==> config.mk <==
export PLATFORM = sky130hd
export DESIGN_NAME = serial_adder
export DESIGN_NICKNAME = d
export VERILOG_FILES = /design/src/rtl/serial_adder_pkg.sv /design/src/rtl/serial_adder_fa_bit.sv /design/src/rtl/serial_adder.sv
export SDC_FILE = /design/constraint.sdc
export NUM_CORES = 1
export LEC_CHECK = 0
export ABC_CLOCK_PERIOD_IN_PS = 2350
export CAP_MARGIN = 15
export CORE_MARGIN = 4
export CORE_UTILIZATION = 40
export CTS_CLUSTER_DIAMETER = 120
export CTS_CLUSTER_SIZE = 10
export DETAILED_ROUTE_END_ITERATION = 16
export PLACE_DENSITY = 0.72
export SETUP_SLACK_MARGIN = 0.05
export SYNTH_ARGS = -nofsm -noshare
export SYNTH_HDL_FRONTEND = slang
export SYNTH_SLANG_ARGS = --single-unit
==> constraint.sdc <==
create_clock -name clk -period 2.35 [get_ports clk]
set_clock_uncertainty 0.1 [all_clocks]
set_input_delay 0.47 -clock clk [delete_from_list [all_inputs] [get_ports clk]]
set_output_delay 0.47 -clock clk [all_outputs]
set_load 0.05 [all_outputs]
==> src/rtl/serial_adder_pkg.sv <==
// Shared definitions for the bit-serial adder.
// FSM state encoding, default width and the majority helper.
package serial_adder_pkg;

  localparam int DEFAULT_WIDTH = 8;

  localparam logic [1:0] S_IDLE = 2'd0;
  localparam logic [1:0] S_RUN  = 2'd1;
  localparam logic [1:0] S_DONE = 2'd2;

  function automatic logic maj3(
    input logic x,
    input logic y,
    input logic z
  );
    return (x & y) | (x & z) | (y & z);
  endfunction

endpackage

==> src/rtl/serial_adder_fa_bit.sv <==
// Combinational full-adder cell.
// Ports: a_i, b_i, cin_i in; s_o sum, c_o carry out.
module fa_bit
  import serial_adder_pkg::*;
(
  input  logic a_i,
  input  logic b_i,
  input  logic cin_i,
  output logic s_o,
  output logic c_o
);

  assign s_o = a_i ^ b_i ^ cin_i;
  assign c_o = maj3(a_i, b_i, cin_i);

endmodule

==> src/rtl/serial_adder.sv <==
// Bit-serial LSB-first adder: one full-adder cell, registered carry.
// Ports: in_valid/in_ready/a/b/cin in, out_valid/out_ready/sum/cout out, busy.
module serial_adder
  import serial_adder_pkg::*;
#(
  parameter int WIDTH = DEFAULT_WIDTH
) (
  input  logic             clk,
  input  logic             rst_n,
  input  logic             in_valid,
  output logic             in_ready,
  input  logic [WIDTH-1:0] a,
  input  logic [WIDTH-1:0] b,
  input  logic             cin,
  output logic             out_valid,
  input  logic             out_ready,
  output logic [WIDTH-1:0] sum,
  output logic             cout,
  output logic             busy
);

  localparam int CNT_W = (WIDTH > 1) ? $clog2(WIDTH) : 1;
  localparam logic [CNT_W-1:0] CNT_LAST = CNT_W'(WIDTH - 1);

  logic [1:0]       state_q, state_d;
  logic [WIDTH-1:0] a_sr_q, a_sr_d;
  logic [WIDTH-1:0] b_sr_q, b_sr_d;
  logic [WIDTH-1:0] sum_sr_q, sum_sr_d;
  logic             carry_q, carry_d;
  logic [CNT_W-1:0] cnt_q, cnt_d;
  logic             ov_q, ov_d;

  logic st_idle, st_run, st_done;
  logic s_bit, c_next;

  assign st_idle = (state_q == S_IDLE);
  assign st_run  = (state_q == S_RUN);
  assign st_done = (state_q == S_DONE);

  fa_bit u_fa (
    .a_i   (a_sr_q[0]),
    .b_i   (b_sr_q[0]),
    .cin_i (carry_q),
    .s_o   (s_bit),
    .c_o   (c_next)
  );

  always_comb begin
    state_d  = state_q;
    a_sr_d   = a_sr_q;
    b_sr_d   = b_sr_q;
    sum_sr_d = sum_sr_q;
    carry_d  = carry_q;
    cnt_d    = cnt_q;
    ov_d     = ov_q;
    unique case (1'b1)
      st_idle: begin
        if (in_valid) begin
          a_sr_d   = a;
          b_sr_d   = b;
          carry_d  = cin;
          cnt_d    = '0;
          sum_sr_d = '0;
          state_d  = S_RUN;
        end
      end
      st_run: begin
        a_sr_d   = a_sr_q >> 1;
        b_sr_d   = b_sr_q >> 1;
        carry_d  = c_next;
        // new sum bit enters at the MSB end
        sum_sr_d = sum_sr_q >> 1;
        sum_sr_d[WIDTH-1] = s_bit;
        if (cnt_q == CNT_LAST) begin
          state_d = S_DONE;
          ov_d    = 1'b1;
        end else begin
          cnt_d = cnt_q + CNT_W'(1);
        end
      end
      st_done: begin
        if (out_ready) begin
          state_d = S_IDLE;
          ov_d    = 1'b0;
        end
      end
      default: begin
        state_d = S_IDLE;
        ov_d    = 1'b0;
      end
    endcase
  end

  always_ff @(posedge clk or negedge rst_n) begin
    if (!rst_n) begin
      state_q  <= S_IDLE;
      a_sr_q   <= '0;
      b_sr_q   <= '0;
      sum_sr_q <= '0;
      carry_q  <= 1'b0;
      cnt_q    <= '0;
      ov_q     <= 1'b0;
    end else begin
      state_q  <= state_d;
      a_sr_q   <= a_sr_d;
      b_sr_q   <= b_sr_d;
      sum_sr_q <= sum_sr_d;
      carry_q  <= carry_d;
      cnt_q    <= cnt_d;
      ov_q     <= ov_d;
    end
  end

  assign in_ready  = st_idle;
  assign busy      = st_run | st_done;
  assign out_valid = ov_q;
  assign sum       = sum_sr_q;
  assign cout      = carry_q;

endmodule

==> impl_metrics.csv <==
group,metric,value,unit
status,run_status,"finished clean",
floorplan,ioPinCount,33,
place,dp_cells,211,
synth,synthSimpleGateAreaFrac,0.1037,
layout,drive_above_1_share,0.08671,
grt,track_usage,0.1399,
sta,grt_setup_unrepaired,"no",
route,detail_route.drc_violations,0,
sta,tightest_slew,501.1,ps
synth,synth_xor_area_frac,0,
cts,h-tree-depth,2,
sta,slew_violations,0,
grt,grt_pass1_wl,4926,µm
synth,yosysTopAreaCell,"dfrtp_1",
floorplan,fp.dieH,68.91,µm
floorplan,dieArea,4749,µm²
synth,syn_nets,165,
hold_path,hold_path_class,"reg -> reg",
layout,diodes,0,
synth,yosysTopAreaCellShare,0.5228,
critical_path,crit_path_end_kind,"output port",
critical_path,critical_path.max_fanout,3,
cts,holdBufCountCts,0,
critical_path,critPathArrivalTime,1490,ps
route,firstDrtPassIters,4,
floorplan,initial_core_util,0.4278,
route,wirelength,2812,µm
cts,clkLatencyLatePin,280,ps
synth,synth-seq-cells,31,
cts,numCtsBuffers,5,
place,dp_hpwl,2080,µm
cts,cts_buffer_depth,2,
route,drt_iter0_markers,51,
synth,synth_edf_count,0,
critical_path,r2r_slack,600,ps
critical_path,cp_cell_sequence,"clkdlybuf4s50_1",
route,final_antenna_net_count,0,
route,wire_per_inst,12.84,µm
critical_path,worstPathRequired,1780,ps
flow_run,cap_violations,0,
grt,grt_pass1_vias,1115,
floorplan,row_count,21,
synth,synth_cell_type_count,22,
synth,synth-compound-area-share,0.1459,
route,via_per_inst,5.005,
synth,yosysWarnings,0,
sta,setup_violations,0,
place,placed_area,1847,µm²
sta,finalHoldViolCount,0,
synth,synth_seq_area_share,0.5228,
synth,synth_area,1484,µm²
sta,finalCritPeriodShare,0.8769,
layout,layout_commonest_cell,"dfrtp_1",
layout,nets,199,
critical_path,critPathKind,"reg -> out",
synth,syn_area_per_cell,10.75,µm²
critical_path,cpMaxStageDelayCell,"clkdlybuf4s50_1",
pwr,power.density,1381,nW/µm²
critical_path,path_buf_inv,1,
place,gp_congestion,0.7031,
sta,tns,0,ps
grt,grt_max_degree,46,
synth,syn_inst,138,
layout,mostFrequentLayoutCells,"dfrtp_1 (31), clkdlybuf4s50_1 (30), nand2_1 (22)",
cts,cts-resized-gates,0,
synth,yosys-mux-area-fraction,0.1239,
pwr,irDropWorstVdd,0.5192,mV
critical_path,cpLargestDelayFamily,"buffers and inverters",
cts,root_buffer,"clkbuf_8",
cts,post-cts-setup-buffer-count,0,
grt,grt_overflow_total,0,
floorplan,core,3468,µm²
synth,ys.flop_type,"dfrtp_1",
synth,synth_top_family_by_area,"compound AO/OA/AOI/OAI gates",
layout,finalNonFillerCells,219,
cts,cts_tree,"done",
layout,num-fill-cells,322,
sta,fin_crit,2061,ps
cts,clkTransAtPathRegs,60,ps
route,routed-via-count,1096,
synth,synth_fa_ha_area_frac,0.05565,
synth,async_flop_share,1.000,
pwr,leakage,0.0008888,µW
place,port-buffer-count,32,
sta,fmax,0.4853,GHz
cts,clock-sinks,31,
grt,antenna_found_initial,0,
layout,design_area,1964,µm²
critical_path,worstSetupStartpointType,"flop",
pwr,power,2712,µW
synth,synth.area.top_cells,"dfrtp_1 (52%), mux2i_1 (10%), o21ai_1 (6.1%)",
layout,area_delta_synth_final,32.38,%
sta,max-slew-margin-rel,0.6649,
critical_path,cpPeakStageDelay,820,ps
floorplan,die_w,68.91,µm
-- worst reg2reg max path: cells and delay by family (launching register included) --
family,cells,cell delay (ps)
flops,1,400
compound gates,1,80
mux,1,240
fa+ha+maj,1,360
buf+inv,2,450
-- path summary, 6_finish.rpt --
| check | depth (start not counted) | start | endpoint |
|---|---|---|---|
| max | 1 | sum[4] | sum[4] |
| min | 2 | a_sr_q[7] | a_sr_q[7] |
| max reg2reg | 5 | state_q[1] | a_sr_q[2] |
| min reg2reg | 2 | a_sr_q[7] | a_sr_q[7] |
| max in group asynchronous | 2 | rst_n | a_sr_q[0] |
| min in group asynchronous | 2 | rst_n | out_valid |
-- cell type report --
cell class                      count  area (µm²)  share of cell area
Multi-Input combinational cell     92       636.9              0.3242
Sequential cell                    31       775.7              0.3949
Tap cell                           46       57.56             0.02930
Clock inverter                      2       35.03             0.01783
Inverter                            7       26.28             0.01338
Timing Repair Buffer               35       350.3              0.1783
Clock buffer                        6       82.58             0.04204
-- power breakdown --
part	switching, µW	total [µW]	leakage (µW)	internal [µW]
Sequential	128	876	0.000400	748
Clock	195	537	0.0000612	343
Combinational	772	1300	0.000428	527
Total	1090	2710	0.000889	1620
-- Yosys cell counts, types with 3 or more instances --
cell / number
buf_2: 6
o21ai_0: 3
a31oi_1: 3
dfrtp_1: 31
inv_1: 7
mux2i_1: 15
o21ai_1: 18
ha_1: 5
a22o_1: 10
nand2b_1: 7
nand2_1: 22
-- flip-flops by register name, summed over array words and instances, names as in the netlist --
name / count
a_sr_q: 8
b_sr_q: 8
sum: 8
cnt_q: 3
state_q: 2
cout: 1
out_valid: 1
-- cell families after synthesis --
| logic type | after synthesis |
|---|---|
| muxes | 17 |
| and+or+nand+nor | 34 |
| DFF | 31 |
| adders and majority gates | 6 |
| AOI/OAI and AO/OA | 35 |
| buffers and inverters | 15 |
-- through the flow --
stage | setup slack, ps | hold slack, ps | util
finish | 289.3 | 385.7 | 0.5664
global route | 235.8 | 414.2 | 0.5664
CTS | 277.6 | 391.4 | 0.5664
detailed placement | 470.0 | 376.2 | 0.5325
global placement | 536.4 | 368.9 | 0.5325
floorplan | 351.0 | 74.41 | -
-- per-layer routing --
metal | GRT usage | wire length [µm]
met5 | 0 | 0
met4 | 0.02190 | 21
met3 | 0.05997 | 192
met2 | 0.2333 | 1390
met1 | 0.1711 | 1207
Power figures use the tool's default switching activity.
